`config.mk`:
```
export PLATFORM = sky130hd
export DESIGN_NAME = dr_memreq_arb
export DESIGN_NICKNAME = d
export VERILOG_FILES = /design/src/rtl/dr_memreq_arb.sv
export SDC_FILE = /design/constraint.sdc
export NUM_CORES = 1
export LEC_CHECK = 0
export BUFFER_PORTS_ARGS = -buffer_cell sky130_fd_sc_hd__buf_4
export CORE_MARGIN = 2
export CORE_UTILIZATION = 50
export CTS_CLUSTER_DIAMETER = 200
export DETAILED_ROUTE_END_ITERATION = 16
export GPL_ROUTABILITY_DRIVEN = 0
export HOLD_SLACK_MARGIN = 0.06
export PLACE_DENSITY = 0.73
export RECOVER_POWER = 25
export SYNTH_ARGS = -nofsm -noshare
export SYNTH_HDL_FRONTEND = slang
export SYNTH_SLANG_ARGS = --single-unit
export TNS_END_PERCENT = 10
```
`constraint.sdc`:
```
create_clock -name clk -period 7.8 [get_ports clk]
set_clock_uncertainty 0.05 [all_clocks]
set_input_delay 0.39 -clock clk [delete_from_list [all_inputs] [get_ports clk]]
set_output_delay 0.39 -clock clk [all_outputs]
set_load 0.03 [all_outputs]
```
`src/rtl/dr_memreq_arb.sv`:
```
// Memory request arbiter for a directory bank.
// It shares one memory request channel between two sources:
//   - demand misses, which can be backpressured, and
//   - L2 prefetches, which are held in a small drop-oldest queue and never backpressured.
// Demand wins by default. A starvation counter forces a prefetch grant after
// PF_STARVE consecutive demand grants while prefetches are waiting.
module dr_memreq_arb #(
    parameter int                PF_DEPTH  = 4,
    parameter int                PF_STARVE = 8,
    parameter int                DRID_W    = 8,
    parameter int                CMD_W     = 4,
    parameter int                PADDR_W   = 32,
    parameter logic [CMD_W-1:0]  PF_CMD    = '0
) (
    input  logic                          clk,
    input  logic                          reset,
    input  logic                          dem_valid,
    output logic                          dem_retry,
    input  logic [DRID_W-1:0]             dem_drid,
    input  logic [CMD_W-1:0]              dem_cmd,
    input  logic [PADDR_W-1:0]            dem_paddr,
    input  logic                          pf_valid,
    output logic                          pf_retry,
    input  logic [PADDR_W-1:0]            pf_paddr,
    output logic                          drtomem_req_valid,
    input  logic                          drtomem_req_retry,
    output logic [DRID_W-1:0]             drtomem_req_drid,
    output logic [CMD_W-1:0]              drtomem_req_cmd,
    output logic [PADDR_W-1:0]            drtomem_req_paddr,
    output logic [$clog2(PF_DEPTH+1)-1:0] pf_occupancy,
    output logic [15:0]                   pf_drop_count
);

    localparam int                 PTR_W      = $clog2(PF_DEPTH);
    localparam int                 OCC_W      = $clog2(PF_DEPTH + 1);
    localparam logic [OCC_W-1:0]   OCC_FULL   = OCC_W'(PF_DEPTH);
    localparam logic [7:0]         STARVE_MAX = 8'(PF_STARVE);

    logic [PADDR_W-1:0] pf_mem [PF_DEPTH];
    logic [PTR_W-1:0]   head;
    logic [PTR_W-1:0]   tail;
    logic [7:0]         starve_cnt;
    logic               out_valid;

    logic load_en;
    logic pf_nonempty;
    logic pf_full;
    logic push;
    logic sel_pf;
    logic sel_dem;

    assign load_en     = !out_valid || !drtomem_req_retry;
    assign pf_nonempty = (pf_occupancy != '0);
    assign pf_full     = (pf_occupancy == OCC_FULL);
    assign push        = pf_valid && !reset;
    assign pf_retry    = 1'b0;

    // A pending entry is never presented during reset, so no transfer can happen in a reset cycle.
    assign drtomem_req_valid = out_valid && !reset;

    // Arbitration: choose a source for the output stage whenever it can load.
    always_comb begin
        // NOTE: each output gets a default first, so no path leaves it unassigned and no latch is inferred.
        sel_pf  = 1'b0;
        sel_dem = 1'b0;
        if (load_en) begin
            if (pf_nonempty && (!dem_valid || starve_cnt == STARVE_MAX)) begin
                sel_pf = 1'b1;
            end else if (dem_valid) begin
                sel_dem = 1'b1;
            end
        end
        dem_retry = reset || !load_en || sel_pf;
    end

    // Output stage: one registered request, held stable until memory accepts it.
    always_ff @(posedge clk) begin
        // NOTE: sequential state uses non-blocking assignments, so every flop samples pre-edge values.
        if (reset) begin
            out_valid         <= 1'b0;
            drtomem_req_drid  <= '0;
            drtomem_req_cmd   <= '0;
            drtomem_req_paddr <= '0;
        end else if (load_en) begin
            out_valid <= sel_pf || sel_dem;
            if (sel_pf) begin
                drtomem_req_drid  <= '0;
                drtomem_req_cmd   <= PF_CMD;
                drtomem_req_paddr <= pf_mem[head];
            end else if (sel_dem) begin
                drtomem_req_drid  <= dem_drid;
                drtomem_req_cmd   <= dem_cmd;
                drtomem_req_paddr <= dem_paddr;
            end
        end
    end

    // Prefetch storage. When the queue is full, tail equals head, so a push overwrites the oldest entry.
    always_ff @(posedge clk) begin
        // NOTE: the storage array has no reset. Pointers and occupancy decide which entries are valid.
        if (push) begin
            pf_mem[tail] <= pf_paddr;
        end
    end

    // Queue control: pointers, exact occupancy and saturating drop counter.
    always_ff @(posedge clk) begin
        if (reset) begin
            head          <= '0;
            tail          <= '0;
            pf_occupancy  <= '0;
            pf_drop_count <= '0;
        end else begin
            if (push) begin
                tail <= tail + PTR_W'(1);
            end
            if (sel_pf || (push && pf_full)) begin
                head <= head + PTR_W'(1);
            end
            if (push && !sel_pf) begin
                if (!pf_full) begin
                    pf_occupancy <= pf_occupancy + OCC_W'(1);
                end else if (pf_drop_count != 16'hFFFF) begin
                    pf_drop_count <= pf_drop_count + 16'd1;
                end
            end else if (!push && sel_pf) begin
                pf_occupancy <= pf_occupancy - OCC_W'(1);
            end
        end
    end

    // Starvation counter: counts demand wins while prefetches wait, saturating at the limit.
    always_ff @(posedge clk) begin
        if (reset) begin
            starve_cnt <= '0;
        end else if (sel_pf || !pf_nonempty) begin
            starve_cnt <= '0;
        end else if (sel_dem && starve_cnt != STARVE_MAX) begin
            starve_cnt <= starve_cnt + 8'd1;
        end
    end

endmodule

```
==> run summary <==
RUN STATUS
----------------------------------------------------------------------------------
Result of the run                                                     complete, no violations

POWER
----------------------------------------------------------------------------------
Part of the power in the clock network                                       38.7%
Pleak                                                                      3.87 nW
Overall Power                                                              2.87 mW
Total net switching power                                                 0.727 mW
VDD IR max                                                                  189 uV
Share of total power in sequential cells                                     44.0%
Internal portion of total power                                            2.14 mW
Pwr Density                                                            268 mW/mm^2
Net Sw Frac                                                                  25.3%
Combinational share of power                                                 17.2%

SYNTH
----------------------------------------------------------------------------------
Distinct cells, synth                                                           59
Area fraction of the dominant cell type after synthesis                      45.6%
Instance count of the mapped netlist                                           558
Register bit count reported by yosys                                           206
Avg Inst Size Synth                                                      15.1 um^2
Top area cells in the synthesized netlist                             edfxtp_1 46%, dfxtp_1 19%, mux4_2 8.6%, mux2i_1 4.6%, a211oi_2 4.3%
Post-synthesis net count                                                       647
Area of the mapped netlist                                            0.00843 mm^2
Total of warnings raised by yosys                                                0
Top flip-flop cell by instance count after synthesis                      edfxtp_1
Cell taking the most area after synthesis                                 edfxtp_1
Post-synth EDFFs                                                               128
Async S/R FF share, synth                                                       0%
Share of synthesized area occupied by flip-flops and latches                 64.2%

WORST HOLD PATH
----------------------------------------------------------------------------------
Worst Hold Launch                                                      dem_drid[0]
Hold/Removal Path Class                                                     in2reg

WORST SETUP PATH
----------------------------------------------------------------------------------
Arrival time of the worst setup path                                       3.58 ns
Longest individual stage delay on the worst path                           0.82 ns
Max Fanout on Critical Path                                                     67
Worst setup EP type                                                      flip-flop
Nature of the critical path startpoint                                   flip-flop
Classification of the worst setup path                                     reg2reg
Worst flop-to-flop path startpoint                                    starve_cnt[0]
CP Data Required Time                                                      8.13 ns
Critical-path cell with the highest stage delay                              or2_4
Setup slack on the worst flop-to-flop path                                 4.55 ns
Origin of the worst setup path                                        starve_cnt[0]
Cell-by-cell listing of the critical path                             inv_1 > ha_1 > nor4b_4 > a21boi_4 > or2_4 > nand2_1 > fa_1 > mux2i_1 > mux2_1

CLOCK NETWORK
----------------------------------------------------------------------------------
Number of buffers created by CTS                                                22
Longest Clk Path Bufs                                                            3
Clock Tree Root                                                          clkbuf_16
Clock-pin slew on the worst setup and hold paths                           0.06 ns
Sinks on the clock net                                                         206
Clock latency of the later-clocked register in the worst-skew pair         0.49 ns
Clock tree from TritonCTS                                                    built
Count of H-tree levels built during CTS                                          1

FLOORPLANNING
----------------------------------------------------------------------------------
Initial core utilization                                                     51.0%
Standard-cell rows                                                              47
Core outline area                                                      0.0165 mm^2
Die area                                                               0.0179 mm^2
Die span in x                                                               134 um
Vert. Die Dim                                                               134 um
Top Ports                                                                      147

GLOBAL ROUTING
----------------------------------------------------------------------------------
GR Overflow Total                                                                0
Vias in the first global route                                                5583
Number of antenna violations at the first check in global routing                0
Met3 Usage GRT                                                               3.48%
Global-route usage over all layers                                           19.6%
Met1 GRT Util                                                                24.8%
Global-route layer with the greatest usage                                    met2
First-pass GRT wire length                                                28200 um
Global routing usage on met2                                                 34.9%
Pin count of the biggest net entering global routing                            69

TIMING
----------------------------------------------------------------------------------
Final worst path period need                                               3.25 ns
Slew at the pin closest to its max-slew limit                              1.01 ns
Fin Setup TNS                                                                 0 ns
Final cycle utilization of the critical path                                 41.6%
RSZ-0062 raised after global routing                                         false
Number of max-slew violations in the final report                                0
Slew margin rel.                                                             32.7%
FMAX                                                                       308 MHz
Hold_ws                                                                  0.0716 ns
Total count of hold-check failures in the final report                           0
Number of setup violations in the final report                                   0

ROUTE
----------------------------------------------------------------------------------
Iter 0 DRT Violations                                                          285
Number of detailed-routing iterations run before antenna repair                  4
Final routed DRC violation total                                                 0
Average wire per standard cell                                             18.1 um
Vias per cell                                                                 5.54
Remaining antenna violation count                                                0
Total Wirelength                                                          17500 um
Routed via count                                                              5360

FINISH
----------------------------------------------------------------------------------
Final core utilization                                                       64.7%
# nets final                                                                   821
Layout area overhead                                                         27.0%
Number of filler instances in the final layout                                1223
Share of final-layout standard cells stronger than drive strength 1          31.6%
Final Non-Filler Cells                                                         968
Total area of multi-input combinational cells                         0.00284 mm^2
Antenna fix cells                                                                0
Sequential Area                                                       0.00541 mm^2

PLACEMENT
----------------------------------------------------------------------------------
Port Buffers                                                                   145
Post-detail-place hpwl                                                    10900 um
Post-placement cell count                                                      893

FLOW RUN
----------------------------------------------------------------------------------
MaxCap Viol Count                                                                0

==> worst max-delay path: cells and delay by family, from the launching register on <==
family / cells / cell delay [ns]
multiplexers: 2 / 0.55
AO/OA/AOI/OAI: 1 / 0.30
flip-flops: 1 / 0.39
AND/OR/NAND/NOR: 3 / 1.13
buffers and inverters: 1 / 0.07
adder cells (fa/ha/maj): 2 / 0.63
==> cell type report <==
class                   count  share of cell area, %
flip-flops and latches    206                   50.6
multi-input cells         313                   26.5
repair buffers            182                   12.7
clock buffers              27                   5.90
well taps                 220                   2.57
clock inverters            13                   1.54
inverters                   7                  0.246
==> per-stage QoR <==
stage | setup WS [ns] | cell area (um^2)
3_5_place_dp | 4.58 | 9650
2_1_floorplan | 5.20 | 8430
6_report | 4.55 | 10700
4_1_cts | 4.53 | 10800
5_1_grt | 4.31 | 10700
3_3_place_gp | 4.71 | 9650
==> power groups by stage <==
stage | clock network [mW] | registers, mW | logic, mW
after floorplan | 0 | 1.36 | 0.268
final | 1.11 | 1.26 | 0.495
after CTS | 1.13 | 1.27 | 0.506
after global placement | 0 | 1.28 | 0.479
after detailed placement | 0 | 1.29 | 0.490
after global routing | 1.18 | 1.27 | 0.532
==> cells in the mapped netlist, types with 3 or more instances <==
| library cell | count |
|---|---|
| mux2_1 | 3 |
| o21ai_0 | 6 |
| buf_2 | 10 |
| inv_1 | 7 |
| clkbuf_1 | 14 |
| dfxtp_1 | 78 |
| xnor2_1 | 3 |
| and2_1 | 6 |
| nor4_1 | 5 |
| nand3_1 | 8 |
| edfxtp_1 | 128 |
| and3_1 | 4 |
| a21oi_1 | 10 |
| or3_1 | 5 |
| nor2b_1 | 7 |
| mux2_2 | 3 |
| nor3_1 | 13 |
| mux2i_1 | 39 |
| buf_6 | 5 |
| a211oi_2 | 29 |
| nand4_1 | 5 |
| mux4_2 | 32 |
| nor2_1 | 55 |
| a22o_1 | 8 |
| or4_1 | 4 |
| o21a_1 | 4 |
| nand2_1 | 16 |
| o41ai_1 | 3 |
| xor2_1 | 4 |
| o31ai_1 | 3 |
| a211oi_1 | 4 |
| ha_1 | 7 |
==> layer usage <==
metal	wire length (um)	part of all wire, %
met5	0	0
met4	392	2.2
met3	798	4.6
met2	8970	51
met1	7340	42
==> kinds of logic after synthesis <==
logic type	synth area share, %
DFF	64.2
and+or+nand+nor	8.32
AOI/OAI and AO/OA	9.07
adders and majority gates	1.28
buffers and inverters	2.42
xor gates and xnor gates	0.728
muxes	14.0
other	0.0445
==> final timing paths <==
path                               to  cells after the start
setup / recovery      pf_occupancy[2]                      9
setup reg to reg      pf_occupancy[2]                      9
hold / removal    drtomem_req_drid[0]                      2
hold reg to reg   drtomem_req_drid[0]                      1
==> timing repair <==
action	CTS	global route
endpoints found under the hold margin	131	0
hold buffers	35	0
setup buffers	0	0
gates resized for setup	0	0
==> registers in the layout, indices dropped and copies added, names as in the netlist, 3 cells and up, named ones only <==
register and cells:
drtomem_req_cmd 4, drtomem_req_paddr 32, drtomem_req_drid 8, pf_mem 128, pf_occupancy 3, starve_cnt 8
pf_drop_count 16
==> cells in the final DEF (no fill, tap or decap), types with 4 or more instances in the layout <==
master,n
clkbuf_1,26
o21a_1,4
a211oi_1,4
inv_1,7
and2_2,4
mux4_2,32
nand3_1,8
clkbuf_16,23
and3_1,4
a22o_1,8
nand2_1,16
nand4_1,5
or3_1,5
dlygate4sd3_1,35
buf_4,121
nor2b_1,7
nor4_1,5
nor2_1,55
edfxtp_1,128
ha_1,7
a211oi_2,29
o21ai_0,6
dfxtp_1,76
a21oi_1,10
bufinv_16,4
or4_1,4
mux2i_1,39
clkinv_1,5
clkbuf_8,4
nor3_1,13
xor2_1,4
Note: power is estimated with default switching activity, not from simulation.
